$ cat config.mk
export PLATFORM = sky130hd
export DESIGN_NAME = cpu_run_ctrl
export DESIGN_NICKNAME = d
export VERILOG_FILES = /design/src/rtl/cpu_run_ctrl_pkg.sv /design/src/rtl/cpu_run_ctrl_dmem_port_mux.sv /design/src/rtl/cpu_run_ctrl.sv
export SDC_FILE = /design/constraint.sdc
export NUM_CORES = 1
export LEC_CHECK = 0
export BUFFER_PORTS_ARGS = -buffer_cell sky130_fd_sc_hd__buf_4
export CAP_MARGIN = 20
export CELL_PAD_IN_SITES_DETAIL_PLACEMENT = 1
export CELL_PAD_IN_SITES_GLOBAL_PLACEMENT = 2
export CORE_UTILIZATION = 18
export DETAILED_ROUTE_END_ITERATION = 8
export MAX_ROUTING_LAYER = met4
export PLACE_DENSITY_LB_ADDON = 0.2
export SETUP_SLACK_MARGIN = 0.15
export SKIP_CTS_REPAIR_TIMING = 1
export SYNTH_ARGS = -nofsm -noshare
export SYNTH_HDL_FRONTEND = slang
export SYNTH_HIERARCHICAL = 1
export SYNTH_SLANG_ARGS = --single-unit
$ cat constraint.sdc
create_clock -name CLK -period 2.3 [get_ports CLK]
set_input_delay 0.115 -clock CLK [delete_from_list [all_inputs] [get_ports CLK]]
set_output_delay 0.115 -clock CLK [all_outputs]
set_load 0.005 [all_outputs]
$ cat src/rtl/cpu_run_ctrl_pkg.sv
// Shared types and constants for the CPU run/load sequencer.
package cpu_run_ctrl_pkg;

    typedef enum logic [1:0] {
        ST_IDLE  = 2'd0,
        ST_RUN   = 2'd1,
        ST_DRAIN = 2'd2,
        ST_DONE  = 2'd3
    } state_e;

    localparam int DEF_DRAIN_CYCLES = 4;

    // The CPU owns the data-memory port only while it is out of reset.
    function automatic logic cpu_owns(input state_e st);
        return (st == ST_RUN) || (st == ST_DRAIN);
    endfunction

endpackage

$ cat src/rtl/cpu_run_ctrl_dmem_port_mux.sv
// Data-memory port owner select; the non-owner can never write.
module dmem_port_mux
    import cpu_run_ctrl_pkg::*;
#(
    parameter int DW = 32,
    parameter int AW = 32
) (
    input  state_e          state_i,
    input  logic            host_req_i,
    input  logic            host_we_i,
    input  logic [AW-1:0]   host_addr_i,
    input  logic [DW-1:0]   host_wdata_i,
    input  logic            cpu_we_i,
    input  logic [AW-1:0]   cpu_addr_i,
    input  logic [DW-1:0]   cpu_wdata_i,
    output logic [AW-1:0]   mem_addr_o,
    output logic [DW-1:0]   mem_wdata_o,
    output logic            mem_we_o
);

    // Route the owner's address/data and gate the write enable.
    always_comb begin
        mem_addr_o  = host_addr_i;
        mem_wdata_o = host_wdata_i;
        mem_we_o    = 1'b0;
        if (cpu_owns(state_i)) begin
            mem_addr_o  = cpu_addr_i;
            mem_wdata_o = cpu_wdata_i;
            mem_we_o    = cpu_we_i;
        end else begin
            mem_we_o    = host_req_i & host_we_i;
        end
    end

endmodule

$ cat src/rtl/cpu_run_ctrl.sv
// CPU run/load sequencer: owns CPU reset and the data-memory port.
// Optional watchdog enabled by defining RUN_CTRL_TIMEOUT_EN.
module cpu_run_ctrl
    import cpu_run_ctrl_pkg::*;
#(
    parameter int DW           = 32,
    parameter int AW           = 32,
    parameter int DRAIN_CYCLES = DEF_DRAIN_CYCLES,
`ifdef RUN_CTRL_TIMEOUT_EN
    parameter int MAX_CYCLES   = 1000000,
`endif
    parameter int CW           = 32
) (
    input  logic            CLK,
    input  logic            RST,
    input  logic            host_start_i,
    input  logic            host_clear_i,
    input  logic [AW-1:0]   halt_addr_i,
    input  logic            host_req_i,
    input  logic            host_we_i,
    input  logic [AW-1:0]   host_addr_i,
    input  logic [DW-1:0]   host_wdata_i,
    output logic            host_ack_o,
    output logic [DW-1:0]   host_rdata_o,
    output logic            cpu_rst_o,
    input  logic [AW-1:0]   cpu_pc_i,
    input  logic [AW-1:0]   cpu_addr_i,
    input  logic [DW-1:0]   cpu_wdata_i,
    input  logic            cpu_we_i,
    output logic [DW-1:0]   cpu_rdata_o,
    output logic [AW-1:0]   mem_addr_o,
    output logic [DW-1:0]   mem_wdata_o,
    output logic            mem_we_o,
    input  logic [DW-1:0]   mem_rdata_i,
    output logic [1:0]      state_o,
`ifdef RUN_CTRL_TIMEOUT_EN
    output logic            timeout_o,
`endif
    output logic            done_o,
    output logic [CW-1:0]   cycle_count_o
);

    localparam int DCW = (DRAIN_CYCLES > 1) ? $clog2(DRAIN_CYCLES) : 1;

    state_e          state_q, state_d;
    logic [DCW-1:0]  drain_q, drain_d;
    logic [CW-1:0]   cycle_count_q, cycle_count_d;
    logic            cpu_rst_q, cpu_rst_d;
    logic            done_q, done_d;
    logic            host_ack_q, host_ack_d;
    logic [DW-1:0]   host_rdata_q, host_rdata_d;
    logic            host_own_s;
`ifdef RUN_CTRL_TIMEOUT_EN
    logic            timeout_q, timeout_d;
`endif

    function automatic logic [CW-1:0] sat_inc(input logic [CW-1:0] v);
        if (v == {CW{1'b1}}) begin
            return v;
        end else begin
            return v + {{(CW-1){1'b0}}, 1'b1};
        end
    endfunction

    // Next-state, counters and registered-output logic.
    always_comb begin
        state_d       = state_q;
        drain_d       = drain_q;
        cycle_count_d = cycle_count_q;
`ifdef RUN_CTRL_TIMEOUT_EN
        timeout_d     = timeout_q;
`endif
        case (state_q)
            ST_IDLE: begin
                if (host_start_i) begin
                    state_d       = ST_RUN;
                    cycle_count_d = {CW{1'b0}};
`ifdef RUN_CTRL_TIMEOUT_EN
                    timeout_d     = 1'b0;
`endif
                end else begin
                    state_d = ST_IDLE;
                end
            end
            ST_RUN: begin
                cycle_count_d = sat_inc(cycle_count_q);
                if (cpu_pc_i == halt_addr_i) begin
                    state_d = ST_DRAIN;
                    drain_d = DCW'(DRAIN_CYCLES - 1);
`ifdef RUN_CTRL_TIMEOUT_EN
                end else if (cycle_count_q == CW'(MAX_CYCLES - 1)) begin
                    state_d   = ST_DRAIN;
                    drain_d   = DCW'(DRAIN_CYCLES - 1);
                    timeout_d = 1'b1;
`endif
                end else begin
                    state_d = ST_RUN;
                end
            end
            ST_DRAIN: begin
                cycle_count_d = sat_inc(cycle_count_q);
                if (drain_q == {DCW{1'b0}}) begin
                    state_d = ST_DONE;
                end else begin
                    drain_d = drain_q - {{(DCW-1){1'b0}}, 1'b1};
                end
            end
            ST_DONE: begin
                // Clear has priority over a simultaneous start.
                if (host_clear_i) begin
                    state_d = ST_IDLE;
`ifdef RUN_CTRL_TIMEOUT_EN
                    timeout_d = 1'b0;
`endif
                end else if (host_start_i) begin
                    state_d       = ST_RUN;
                    cycle_count_d = {CW{1'b0}};
`ifdef RUN_CTRL_TIMEOUT_EN
                    timeout_d     = 1'b0;
`endif
                end else begin
                    state_d = ST_DONE;
                end
            end
            default: begin
                state_d = ST_IDLE;
            end
        endcase

        cpu_rst_d    = !cpu_owns(state_d);
        done_d       = (state_d == ST_DONE);
        host_own_s   = !cpu_owns(state_q);
        host_ack_d   = host_req_i & host_own_s;
        host_rdata_d = host_ack_d ? mem_rdata_i : host_rdata_q;
    end

    // State and output registers with synchronous reset.
    always_ff @(posedge CLK) begin
        if (RST) begin
            state_q       <= ST_IDLE;
            drain_q       <= {DCW{1'b0}};
            cycle_count_q <= {CW{1'b0}};
            cpu_rst_q     <= 1'b1;
            done_q        <= 1'b0;
            host_ack_q    <= 1'b0;
            host_rdata_q  <= {DW{1'b0}};
`ifdef RUN_CTRL_TIMEOUT_EN
            timeout_q     <= 1'b0;
`endif
        end else begin
            state_q       <= state_d;
            drain_q       <= drain_d;
            cycle_count_q <= cycle_count_d;
            cpu_rst_q     <= cpu_rst_d;
            done_q        <= done_d;
            host_ack_q    <= host_ack_d;
            host_rdata_q  <= host_rdata_d;
`ifdef RUN_CTRL_TIMEOUT_EN
            timeout_q     <= timeout_d;
`endif
        end
    end

    dmem_port_mux #(
        .DW (DW),
        .AW (AW)
    ) u_mux (
        .state_i      (state_q),
        .host_req_i   (host_req_i),
        .host_we_i    (host_we_i),
        .host_addr_i  (host_addr_i),
        .host_wdata_i (host_wdata_i),
        .cpu_we_i     (cpu_we_i),
        .cpu_addr_i   (cpu_addr_i),
        .cpu_wdata_i  (cpu_wdata_i),
        .mem_addr_o   (mem_addr_o),
        .mem_wdata_o  (mem_wdata_o),
        .mem_we_o     (mem_we_o)
    );

    assign cpu_rdata_o   = mem_rdata_i;
    assign host_ack_o    = host_ack_q;
    assign host_rdata_o  = host_rdata_q;
    assign cpu_rst_o     = cpu_rst_q;
    assign done_o        = done_q;
    assign state_o       = state_q;
    assign cycle_count_o = cycle_count_q;
`ifdef RUN_CTRL_TIMEOUT_EN
    assign timeout_o     = timeout_q;
`endif

endmodule
Word-level counts from Yosys, hierarchy flattened
Cells that the tools add are included.

cells by class
  add/sub/neg operators = 2
  equality and inequality tests = 12
  multiplexer cells = 16
  bitwise operators = 2
  reductions and logical operators = 10

operator list
  cell                   count
  $mux 32                5
  $pmux 32 s3            1
  $add 32x1->32 const B  1
  $eq 32x32->1           1
  $eq 32x32->1 const B   1
  $mux 2                 6
  $eq 2x2->1 const B     4
  $ne 2x2->1 const B     4
  $pmux 2 s4             1
  $eq 2x1->1 const B     2
  $logic_not 2->1        2
  $pmux 2 s2             1
  $reduce_and 3->1       1
  $and 1x1->1            2
  $logic_not 1->1        2
  $logic_or 1x1->1       2
  $mux 1                 2
  $reduce_and 2->1       1
  $reduce_bool 2->1      1
  $reduce_or 2->1        1
  $sub 2x1->2 const B    1

word-level totals
  bits in registers = 71
  input port bits = 231
  output and inout port bits = 166
  word-level logic and storage cells = 49

Depth between registers and ports, before layout
Gate-level depths: netlist of run 1.

  depth after elaboration = 6
  depth in mapped cells = 10
  depth with buffers taken out = 7

Cells and area by module
Netlist of run 1, hierarchy kept.

by module, submodules not included
  module         times used  cells an instance  area an instance (um^2)
  cpu_run_ctrl   1           515                4062.6
  dmem_port_mux  1           75                 999.7

Worst setup path before layout of run 1
OpenSTA, ideal clock, no wires.

  path kind = reg2reg
  start point = register state_q[0], in the netlist state_o[0]
  end point = register cycle_count_q[8], in the netlist cycle_count_o[8]
  library setup time = 0.091 ns
  arrival = 2.196 ns
  data required time = 2.209 ns
  path slack = 0.013 ns
  stages on the path, launching flop included = 11
  period minus slack after synthesis = 2.287 ns
  cell sequence = dfxtp_1 > inv_1 > ha_1 > clkbuf_1 > nand2_1 > or3_1 > buf_2 > o31ai_4 > buf_6 > nor2_4 > a311oi_1

between the ends
  cells in the longest elaborated chain, start to end = 4

RTL lines
  element                                          RTL line             RTL
  start: declaration                               cpu_run_ctrl.sv:45   state_e state_q, state_d;
  start signal: assignment                         cpu_run_ctrl.sv:151  state_q <= state_d;
  $eq 2x1->1 / $eq 2x2->1 (equally long branches)  cpu_run_ctrl.sv:73   case (state_q)
  $reduce_or 2->1 (no line)                        -
  $ne 2x2->1 (no line)                             -
  $reduce_and 2->1 (no line)                       -
  end signal: assignment                           cpu_run_ctrl.sv:142  cycle_count_q <= {CW{1'b0}};
  end signal: assignment                           cpu_run_ctrl.sv:153  cycle_count_q <= cycle_count_d;
  end: declaration                                 cpu_run_ctrl.sv:47   logic [CW-1:0] cycle_count_q, cycle_count_d;

Several ways; a longest one is shown, not always the timed one.
A chain may end at the register's enable or synchronous reset.

Final worst setup path of run 1
  start point = register cycle_count_q[0], in the netlist cycle_count_o[0]
  end point = register cycle_count_q[21], in the netlist cycle_count_o[21]

between the ends
  cells in the longest elaborated chain, start to end = 3

RTL lines
  element                                                 RTL line
  $add 32x1->32 / $eq 32x32->1 (equally long branches)    cpu_run_ctrl.sv:61, cpu_run_ctrl.sv:58
  $mux 32 / $ne 2x2->1 (equally long branches)            -
  $pmux 32 s3 / $reduce_and 2->1 (equally long branches)  -

Several ways; a longest one is shown, not always the timed one. The select of a mux whose other input is x is not followed.

==> run summary, run 1 <==
SYNTHESIS
--------------------------------------------------------------------------------
Top post-synthesis cells by count                                   nand2_1, dfxtp_1, a21oi_1
Multiplexer share of the synthesized area                                  18.5%
Adder and majority cell fraction of the synthesized area                   1.73%
Share of synthesized cell area in and, or, nand and nor gates              20.5%
Avg Inst Size Synth                                                    8.58 um^2
#FFs+latches synth                                                            71
Number of instances in the synthesized netlist                               590
Yosys warning count                                                            6
Most used flip-flop cell after synthesis                                 dfxtp_1
Area of the mapped netlist                                             5060 um^2
Top cells by area in the synthesized netlist                        dfxtp_1, mux2_4, nand2_1, xnor2_1, a21oi_1
Synthesized net count                                                        828
Count leader, synth                                                      nand2_1
Cell accounting for the most synthesized area                            dfxtp_1
Area share of the largest cell type after synthesis                        28.1%
Netlist cell types                                                            56
FFs w/ async S/R, synth                                                       0%
XOR/XNOR share of the synthesized area                                     5.71%
Number of enable-type register cells in the synthesized netlist                0
Seq/Total Area, Yosys                                                      28.1%
Dominant combinational cell family by area after synthesis          simple AND/OR/NAND/NOR gates
Complex-gate fraction of the synthesized area                              16.0%

TIMING
--------------------------------------------------------------------------------
Max-slew headroom at the worst pin                                         70.8%
Slew at the pin with the worst max-slew slack                             434 ps
Final count of hold timing violations                                          0
Time the final worst path needs with I/O delays and setup                2060 ps
Top achievable clock speed                                               485 MHz
Unrepaired setup endpoints after global routing                            false
Setup_tns                                                                   0 ps
Post-route clock skew                                                    7.56 ps
Min Hold Slack                                                           23.4 ps
Post-layout worst setup margin                                            236 ps
Final worst path period share                                              89.7%
Final count of pins violating max slew                                         0
# setup viols final                                                            0

CLOCK NETWORK
--------------------------------------------------------------------------------
Root buf cell                                                          clkbuf_16
TritonCTS clock tree                                                       built
Count of H-tree levels built during CTS                                        3
Deepest clock path buffer count                                                2
Inserted Clock Buffers                                                         9
Latest clock arrival within the worst-skew pair                           350 ps
Clock transition at the registers of the reported paths                    60 ps
Clock Sink Count                                                              71

PLACED DESIGN
--------------------------------------------------------------------------------
Instance area at placement                                             8520 um^2
Number of I/O port buffers                                                   396
Routability congestion estimate from global placement                      0.844
Minimum setup slack after placement                                      96.7 ps
Placed wire-length estimate after detailed placement                   23,300 um

GLOBAL ROUTE
--------------------------------------------------------------------------------
Wire length of the first global-routing pass                           39,400 um
Final global-route overflow total                                              0
Largest net degree at the start of global routing                             38
Number of global-route vias before repair                                  6,083
Antenna violations before repair                                               0
Overall track demand over capacity in global routing                       19.3%

DETAILED ROUTING
--------------------------------------------------------------------------------
Via count                                                                  5,980
Post-detailed-routing wire length                                      28,300 um
Ratio of routed vias to standard cells                                      4.34
Average routed wire per standard cell                                    20.6 um
Antenna-violating nets left                                                    0
Iter 0 DRT Violations                                                        219
First-pass iteration count of the detailed router                              4
Post-detailed-route DRC marker count                                           0

OUTCOME
--------------------------------------------------------------------------------
Outcome                                                             complete, no violations

CELLS AND AREA
--------------------------------------------------------------------------------
Diodes inserted                                                                0
Final layout net count                                                     1,232
Fraction of final layout cells with drive strength greater than 1          56.7%
P&R area growth vs syn                                                     79.5%
FILL cells                                                                 3,301
Post-layout util                                                           32.8%
Summed area of non-filler cells in the final layout                    9090 um^2

WORST HOLD PATH
--------------------------------------------------------------------------------
Worst min path class                                                input port to register
Number of instances on the worst hold path                                     3

POWER
--------------------------------------------------------------------------------
P per Cell Area                                                      484 nW/um^2
Max IR drop VDD                                                         0.302 mV
Cell leakage power                                                    0.00423 uW

CRITICAL PATH
--------------------------------------------------------------------------------
Reg2Reg Launch Point                                                cycle_count_o[0]
Worst Setup EP                                                      cycle_count_o[21]
Reg2reg setup slack                                                       240 ps
Arrival time at the worst endpoint                                       2340 ps
Cell depth of the worst flop-to-flop path                                      8
Critical setup path kind                                            register to register
Required time of the critical path                                       2580 ps
CP startpoint kind                                                      register
Capturing point of the worst reg2reg path                           cycle_count_o[21]
Endpoint type of the worst setup path                                   register
Start point of the critical path                                    cycle_count_o[0]
Highest fanout seen on the critical path                                       7

FLOORPLAN
--------------------------------------------------------------------------------
Die footprint                                                        28,800 um^2
Width of the die                                                          170 um
Std-Cell Core Area                                                   27,700 um^2
FP Rows                                                                       61
Starting density of the core                                               18.3%
Die H                                                                     170 um
Number of placed I/O pins                                                    397

RUN
--------------------------------------------------------------------------------
Count of max-cap constraint violations                                         0

==> routing by layer <==
layer	vias to the layer above	part of all wire [%]	track usage, %
met1	2861	40	21.6
met5	-	0	-
met3	20	6.7	4.85
met4	0	1.8	5.09
li1	2902	-	-
met2	197	52	34.0
==> per-stage QoR <==
stage | instances | power, uW
floorplan | 590 | 1850
global placement | 1349 | 2600
detailed placement | 1349 | 2610
CTS | 1365 | 4450
global route | 1377 | 4600
finish | 1377 | 4400
==> cell type report <==
cell class / instances / area [um^2] / share of cell area, %
repair buffers: 463 / 3540 / 39.0
multi-input cells: 438 / 3230 / 35.6
flip-flops and latches: 71 / 1430 / 15.7
well taps: 378 / 473 / 5.21
clock buffers: 11 / 243 / 2.67
clock inverters: 5 / 129 / 1.42
inverters: 11 / 41.3 / 0.454
==> layout by cell type, fill, tap and decap left out, types with 15 or more instances in the layout <==
cell type	n
nand4_1	21
buf_4	454
o21ai_0	17
nor2_1	19
dfxtp_1	65
nand2_1	97
mux2_2	15
mux2_4	49
xnor2_1	32
a21oi_1	56
==> registers in the layout, indices dropped and copies added, names as in the netlist <==
name and count:
cycle_count_o 32, host_rdata_o 32, drain_q 2, state_o 2
cpu_rst_o 1, done_o 1, host_ack_o 1
==> cells by family after synthesis <==
logic type	after synthesis
XOR/XNOR	33
AO/OA/AOI/OAI	126
adder cells (fa/ha/maj)	7
multiplexers	67
buffers and inverters	81
AND/OR/NAND/NOR	205
flip-flops	71
==> power by group <==
| part | switching [uW] | total (uW) | leakage, uW | internal (uW) |
|---|---|---|---|---|
| Clock | 598 | 1800 | 0.000180 | 1200 |
| Sequential | 22.2 | 1300 | 0.000581 | 1270 |
| Combinational | 533 | 1300 | 0.00347 | 769 |
| Total | 1150 | 4400 | 0.00423 | 3250 |
==> how the worst min path moves through the flow <==
stage                   start         endpoint  slack [ps]
2_1_floorplan  mem_rdata_i[0]  host_rdata_o[0]         250
3_3_place_gp   mem_rdata_i[8]  host_rdata_o[8]         380
3_5_place_dp   mem_rdata_i[1]  host_rdata_o[1]         380
4_1_cts        mem_rdata_i[7]  host_rdata_o[7]          10
5_1_grt        mem_rdata_i[7]  host_rdata_o[7]          10
6_report       mem_rdata_i[8]  host_rdata_o[8]          20
==> worst max-delay path, stage by stage (launching register included) <==
cell	delay, ps
dfxtp_2	330
ha_2	190
nand3_2	120
or4_4	540
o31ai_4	280
buf_4	170
buf_4	140
o21ai_0	100
a21oi_1	130
Note: power is estimated with default switching activity, not from simulation.
==> inputs of run 2 (changes only) <==
--- a/config.mk
+++ b/config.mk
@@ -8,8 +8,9 @@
 export BUFFER_PORTS_ARGS = -buffer_cell sky130_fd_sc_hd__buf_4
 export CAP_MARGIN = 20
-export CELL_PAD_IN_SITES_DETAIL_PLACEMENT = 1
-export CELL_PAD_IN_SITES_GLOBAL_PLACEMENT = 2
-export CORE_UTILIZATION = 18
+export CELL_PAD_IN_SITES_DETAIL_PLACEMENT = 0
+export CELL_PAD_IN_SITES_GLOBAL_PLACEMENT = 1
+export CORE_AREA = 2 2 153 155
 export DETAILED_ROUTE_END_ITERATION = 8
+export DIE_AREA = 0 0 155 157
 export MAX_ROUTING_LAYER = met4
 export PLACE_DENSITY_LB_ADDON = 0.2
==> constraint.sdc (replaced) <==
create_clock -name CLK -period 1.7 [get_ports CLK]
set_input_delay 0.17 -clock CLK [delete_from_list [all_inputs] [get_ports CLK]]
set_output_delay 0.17 -clock CLK [all_outputs]
set_load 0.005 [all_outputs]
==> run 2 against run 1 <==
  * The flow now finishes with violations (negative setup slack)
  * Final cell count fell by 2.1%
  * Clock skew barely moved
  * First-iteration DRC count rose by 52%
  * Clock-buffer cell count rose by 1
  * Via count rose by 5.0%
  * Register-to-register slack got worse by 550 ps
  * Die area fell by 15%
  * Clock power rose by 16%
  * Flip-flop and latch count did not move
  * Routed wire length rose by 2.9%
  * Sequential share of layout area fell by 1.2 points
  * Critical path depth fell by 2
==> run summary, run 2 (synthesis results as in run 1) <==
OUTCOME
--------------------------------------------------------------------------------
Outcome                                                             complete, but fails checks
Violated checks                                                     negative setup slack

TIMING
--------------------------------------------------------------------------------
Post-layout worst setup margin                                           -341 ps
Max-slew headroom at the worst pin                                         66.7%
Unrepaired setup endpoints after global routing                             true
Setup_tns                                                             -26,400 ps
Final count of pins violating max slew                                         0
Post-route clock skew                                                    7.25 ps
Top achievable clock speed                                               490 MHz
# setup viols final                                                          123
Time the final worst path needs with I/O delays and setup                2040 ps
Slew at the pin with the worst max-slew slack                             499 ps
Final count of hold timing violations                                          0
Final worst path period share                                               120%

CRITICAL PATH
--------------------------------------------------------------------------------
Required time of the critical path                                       1530 ps
Endpoint type of the worst setup path                                 output pin
Highest fanout seen on the critical path                                      13
Critical setup path kind                                            register to output pin
CP startpoint kind                                                      register
Arrival time at the worst endpoint                                       1870 ps

GLOBAL ROUTE
--------------------------------------------------------------------------------
Largest net degree at the start of global routing                             34
Antenna violations before repair                                               0
Number of global-route vias before repair                                  5,903
Overall track demand over capacity in global routing                       22.2%
Final global-route overflow total                                              0
Wire length of the first global-routing pass                           38,200 um

CLOCK NETWORK
--------------------------------------------------------------------------------
Latest clock arrival within the worst-skew pair                           340 ps
Count of H-tree levels built during CTS                                        3
TritonCTS clock tree                                                       built
Root buf cell                                                          clkbuf_16
Inserted Clock Buffers                                                         9
Clock transition at the registers of the reported paths                    60 ps
Deepest clock path buffer count                                                2
Clock Sink Count                                                              71

FLOORPLAN
--------------------------------------------------------------------------------
Std-Cell Core Area                                                   22,500 um^2
Die H                                                                     157 um
Starting density of the core                                               22.5%
Die footprint                                                        24,300 um^2
Number of placed I/O pins                                                    397
FP Rows                                                                       55
Width of the die                                                          155 um

PLACED DESIGN
--------------------------------------------------------------------------------
Cell count after placement                                                 1,308
Minimum setup slack after placement                                      -378 ps
Number of I/O port buffers                                                   396
Placed wire-length estimate after detailed placement                   23,500 um
Routability congestion estimate from global placement                      0.972

DETAILED ROUTING
--------------------------------------------------------------------------------
Average routed wire per standard cell                                    21.6 um
Post-detailed-route DRC marker count                                           0
Via count                                                                  6,277
First-pass iteration count of the detailed router                              4
Antenna-violating nets left                                                    0
Iter 0 DRT Violations                                                        332
Post-detailed-routing wire length                                      29,200 um
Ratio of routed vias to standard cells                                      4.66

CELLS AND AREA
--------------------------------------------------------------------------------
P&R area growth vs syn                                                     95.7%
Post-layout util                                                           44.0%
Highest-count cells in the layout ignoring fill and taps            buf_4, nand2_1, dfxtp_1
Final layout net count                                                     1,295
Post-Layout Cell Count                                                     1,348
Commonest non-fill, non-tap cell in the layout                             buf_4
Fraction of final layout cells with drive strength greater than 1          65.7%
FILL cells                                                                 2,301

WORST HOLD PATH
--------------------------------------------------------------------------------
Worst min path class                                                input port to register

POWER
--------------------------------------------------------------------------------
Cell leakage power                                                    0.00467 uW
Max IR drop VDD                                                         0.478 mV
P per Cell Area                                                      591 nW/um^2

RUN
--------------------------------------------------------------------------------
Count of max-cap constraint violations                                         0

[run 2: worst max-delay path, stage by stage, from the launching register on]
cell     delay [ps]
dfxtp_4         340
buf_4           160
xnor2_4         180
buf_12          170
buf_12          160
mux2_4          360
buf_4           150
[run 2: power breakdown]
part	internal, uW	total (uW)	switching (uW)
Combinational	1170	2020	848
Sequential	1720	1750	28.8
Clock	1300	2080	778
Total	4200	5860	1660
[run 2: metal layers]
layer | routed length, um | up-vias | track usage (%)
met3 | 1810 | 32 | 4.93
met5 | 0 | - | -
met2 | 15000 | 222 | 38.8
li1 | - | 3031 | -
met1 | 11600 | 2992 | 25.5
met4 | 745 | 0 | 6.83
[run 2: path summary, 6_finish.rpt]
check                                         to        startpoint  slack [ps]  cells past startpoint
worst max-delay path             mem_wdata_o[16]        state_o[0]        -340                      6
worst min-delay path            host_rdata_o[30]   mem_rdata_i[30]          80                      3
worst max register to register  cycle_count_o[4]        state_o[0]        -310                      8
worst min register to register  host_rdata_o[26]  host_rdata_o[26]         450                      2
[run 2: cell type report]
class                           instances  area [um^2]  share of cell area [%]
Timing Repair Buffer                  525         4190                    42.3
Multi-Input combinational cell        439         3540                    35.8
Sequential cell                        71         1440                    14.5
Tap cell                              285          357                    3.60
Clock buffer                           12          278                    2.80
Clock inverter                          4         48.8                   0.493
Inverter                               11         45.0                   0.455
Antenna cell                            1         2.50                  0.0253
[run 2: metrics by stage]
stage | total power (uW) | cell area, um^2 | hold WS, ps
6_report | 5860 | 9910 | 81.8
3_3_place_gp | 3620 | 8920 | 432
5_1_grt | 6100 | 9900 | 73.2
2_1_floorplan | 2520 | 5150 | 306
4_1_cts | 5730 | 9240 | 66.8
3_5_place_dp | 3620 | 8920 | 437
==> inputs of run 3 (changes only) <==
CORE_AREA = 2 2 154 156   (was 2 2 153 155)
DIE_AREA = 0 0 156 158   (was 0 0 155 157)
SYNTH_HIERARCHICAL = unset   (was 1)
==> run 3 against run 2 <==
  * Critical path type unchanged
  * Register-to-register slack better by 20 ps
  * Sequential share of layout area is 0.75 points lower
  * The flow still finishes with violations (negative setup slack)
  * Clock skew shrank 2.1 ps
==> run summary, run 3 <==
TIMING
--------------------------------------------------------------------------------
Final count of pins violating max slew                                         0
Final count of hold timing violations                                          0
Post-layout worst setup margin                                           -324 ps
Slew at the pin with the worst max-slew slack                             477 ps
Top achievable clock speed                                               494 MHz
Setup_tns                                                             -23,920 ps
Max-slew headroom at the worst pin                                         68.2%
Post-route clock skew                                                    5.13 ps
Min Hold Slack                                                           73.6 ps
Time the final worst path needs with I/O delays and setup                2020 ps
# setup viols final                                                          110
Unrepaired setup endpoints after global routing                             true
Final worst path period share                                               119%

DETAILED ROUTING
--------------------------------------------------------------------------------
Post-detailed-route DRC marker count                                           0
Iter 0 DRT Violations                                                        225
Antenna-violating nets left                                                    0
Post-detailed-routing wire length                                      23,500 um
Via count                                                                  6,301
First-pass iteration count of the detailed router                              4
Average routed wire per standard cell                                    17.2 um
Ratio of routed vias to standard cells                                      4.61

POWER
--------------------------------------------------------------------------------
Max IR drop VDD                                                         0.422 mV
P per Cell Area                                                      564 nW/um^2
Cell leakage power                                                    0.00483 uW

SYNTHESIS
--------------------------------------------------------------------------------
Adder and majority cell fraction of the synthesized area                   1.81%
Complex-gate fraction of the synthesized area                              16.9%
Share of synthesized cell area in and, or, nand and nor gates              21.4%
Cell accounting for the most synthesized area                            dfxtp_1
#FFs+latches synth                                                            71
Count leader, synth                                                      nand2_1
Yosys warning count                                                            0
Number of instances in the synthesized netlist                               573
FFs w/ async S/R, synth                                                       0%
Synthesized net count                                                        811
Area share of the largest cell type after synthesis                        29.4%
XOR/XNOR share of the synthesized area                                     5.79%
Top post-synthesis cells by count                                   nand2_1, dfxtp_1, mux2_2
Area of the mapped netlist                                             4840 um^2
Avg Inst Size Synth                                                    8.45 um^2
Number of enable-type register cells in the synthesized netlist                0
Netlist cell types                                                            56
Seq/Total Area, Yosys                                                      29.4%
Most used flip-flop cell after synthesis                                 dfxtp_1
Multiplexer share of the synthesized area                                  15.5%
Top cells by area in the synthesized netlist                        dfxtp_1, mux2_2, nand2_1, xnor2_1, buf_4
Dominant combinational cell family by area after synthesis          simple AND/OR/NAND/NOR gates

CLOCK NETWORK
--------------------------------------------------------------------------------
Clock transition at the registers of the reported paths                    60 ps
Inserted Clock Buffers                                                         9
TritonCTS clock tree                                                       built
Deepest clock path buffer count                                                2
Clock Sink Count                                                              71
Count of H-tree levels built during CTS                                        3
Root buf cell                                                          clkbuf_16
Latest clock arrival within the worst-skew pair                           350 ps

GLOBAL ROUTE
--------------------------------------------------------------------------------
Antenna violations before repair                                               0
Global-route met3 utilization                                              3.34%
Busiest layer in global routing                                             met2
Final global-route overflow total                                              0
Wire length of the first global-routing pass                           30,900 um
Number of global-route vias before repair                                  5,891
GR Util met2                                                               30.6%
Overall track demand over capacity in global routing                       16.6%
Met1 track utilization from global routing                                 17.9%
Largest net degree at the start of global routing                             37

WORST HOLD PATH
--------------------------------------------------------------------------------
End of the worst hold path                                          host_rdata_o[8]
Hold path startpoint                                                mem_rdata_i[8]
Worst min path class                                                input port to register
Number of instances on the worst hold path                                     3

CELLS AND AREA
--------------------------------------------------------------------------------
Final layout net count                                                     1,310
Highest-count cells in the layout ignoring fill and taps            buf_4, nand2_1, buf_6
Commonest non-fill, non-tap cell in the layout                             buf_4
Fraction of final layout cells with drive strength greater than 1          68.5%
Diodes inserted                                                                0
Post-layout util                                                           45.8%
FILL cells                                                                 2,249
P&R area growth vs syn                                                      118%

CRITICAL PATH
--------------------------------------------------------------------------------
Stages on worst setup path                                                     6
Required time of the critical path                                       1530 ps
Critical Path, Cell by Cell                                         inv_4, ha_4, buf_12, clkbuf_16, mux2_4, buf_6
Family with the most delay on the worst path                        buffers and inverters
Highest fanout seen on the critical path                                       8
Worst path bufs/invs                                                           4
Capturing point of the worst reg2reg path                           cycle_count_o[29]
CP startpoint kind                                                      register
Start point of the critical path                                      state_o[0]
CP max-delay cell                                                        dfxtp_4
Delay of the slowest cell on the worst path                               350 ps
Arrival time at the worst endpoint                                       1850 ps
Reg2Reg Launch Point                                                cycle_count_o[6]
Critical setup path kind                                            register to output pin
Endpoint type of the worst setup path                                 output pin
Cell depth of the worst flop-to-flop path                                      7
Reg2reg setup slack                                                      -290 ps

PLACED DESIGN
--------------------------------------------------------------------------------
Minimum setup slack after placement                                      -311 ps
Routability congestion estimate from global placement                      0.757
Placed wire-length estimate after detailed placement                   17,600 um
Number of I/O port buffers                                                   396

FLOORPLAN
--------------------------------------------------------------------------------
Number of placed I/O pins                                                    397
FP Rows                                                                       56
Std-Cell Core Area                                                   23,100 um^2
Width of the die                                                          156 um
Die H                                                                     158 um
Die footprint                                                        24,600 um^2
Starting density of the core                                               21.0%

OUTCOME
--------------------------------------------------------------------------------
Violated checks                                                     negative setup slack
Outcome                                                             complete, but fails checks

RUN
--------------------------------------------------------------------------------
Count of max-cap constraint violations                                         0

==> run 3: cell count changes in the layout (fill, tap and decap cells not counted), sizes merged, moves of 6 or more <==
cell	change
nand2	+10
buf	+27
o311ai	+6
nor2	-6
o21ai	-8
a21oi	-10
and4	+6
==> run 3: cell type report <==
class                           instances  area (um^2)  area share, %
Inverter                                8         35.0          0.332
Sequential cell                        71         1460           13.8
Tap cell                              290          363           3.43
Clock inverter                          6         91.3          0.865
Multi-Input combinational cell        427         3650           34.5
Clock buffer                           10          229           2.17
Timing Repair Buffer                  555         4740           44.9
==> run 3: how the worst max path moves through the flow <==
stage	to
after floorplan	cycle_count_o[10]
after global placement	cycle_count_o[26]
after detailed placement	cycle_count_o[26]
after CTS	mem_addr_o[21]
after global routing	mem_wdata_o[18]
final	mem_wdata_o[9]
==> run 3: tightest hold or removal path: stages <==
cell	delay (ps)
buf_4	110
nand2_1	50
a21oi_1	50
==> run 3: layer usage <==
| layer | vias to the layer above | routed length, um |
|---|---|---|
| met3 | 26 | 1830 |
| met5 | - | 0 |
| met2 | 304 | 12300 |
| met1 | 2910 | 8910 |
| met4 | 0 | 376 |
| li1 | 3061 | - |
==> run 3: kinds of logic after synthesis <==
logic type               Yosys count
AND/OR/NAND/NOR                  204
flip-flops                        71
adder cells (fa/ha/maj)            7
multiplexers                      67
XOR/XNOR                          32
AO/OA/AOI/OAI                    117
buffers and inverters             75
==> run 3: power by group <==
group / switching, uW / leakage (uW) / total, uW / internal (uW)
logic: 769 / 0.00409 / 2100 / 1330
clock network: 816 / 0.000154 / 2110 / 1300
registers: 30.3 / 0.000589 / 1750 / 1720
==> run 3: stage by stage <==
stage	power, uW	instance area, um^2	instances
after floorplan	2570	5270	573
after global routing	6220	10600	1367
final	5960	10600	1367
after global placement	3500	8980	1311
after detailed placement	3500	8980	1311
after CTS	5650	9300	1327
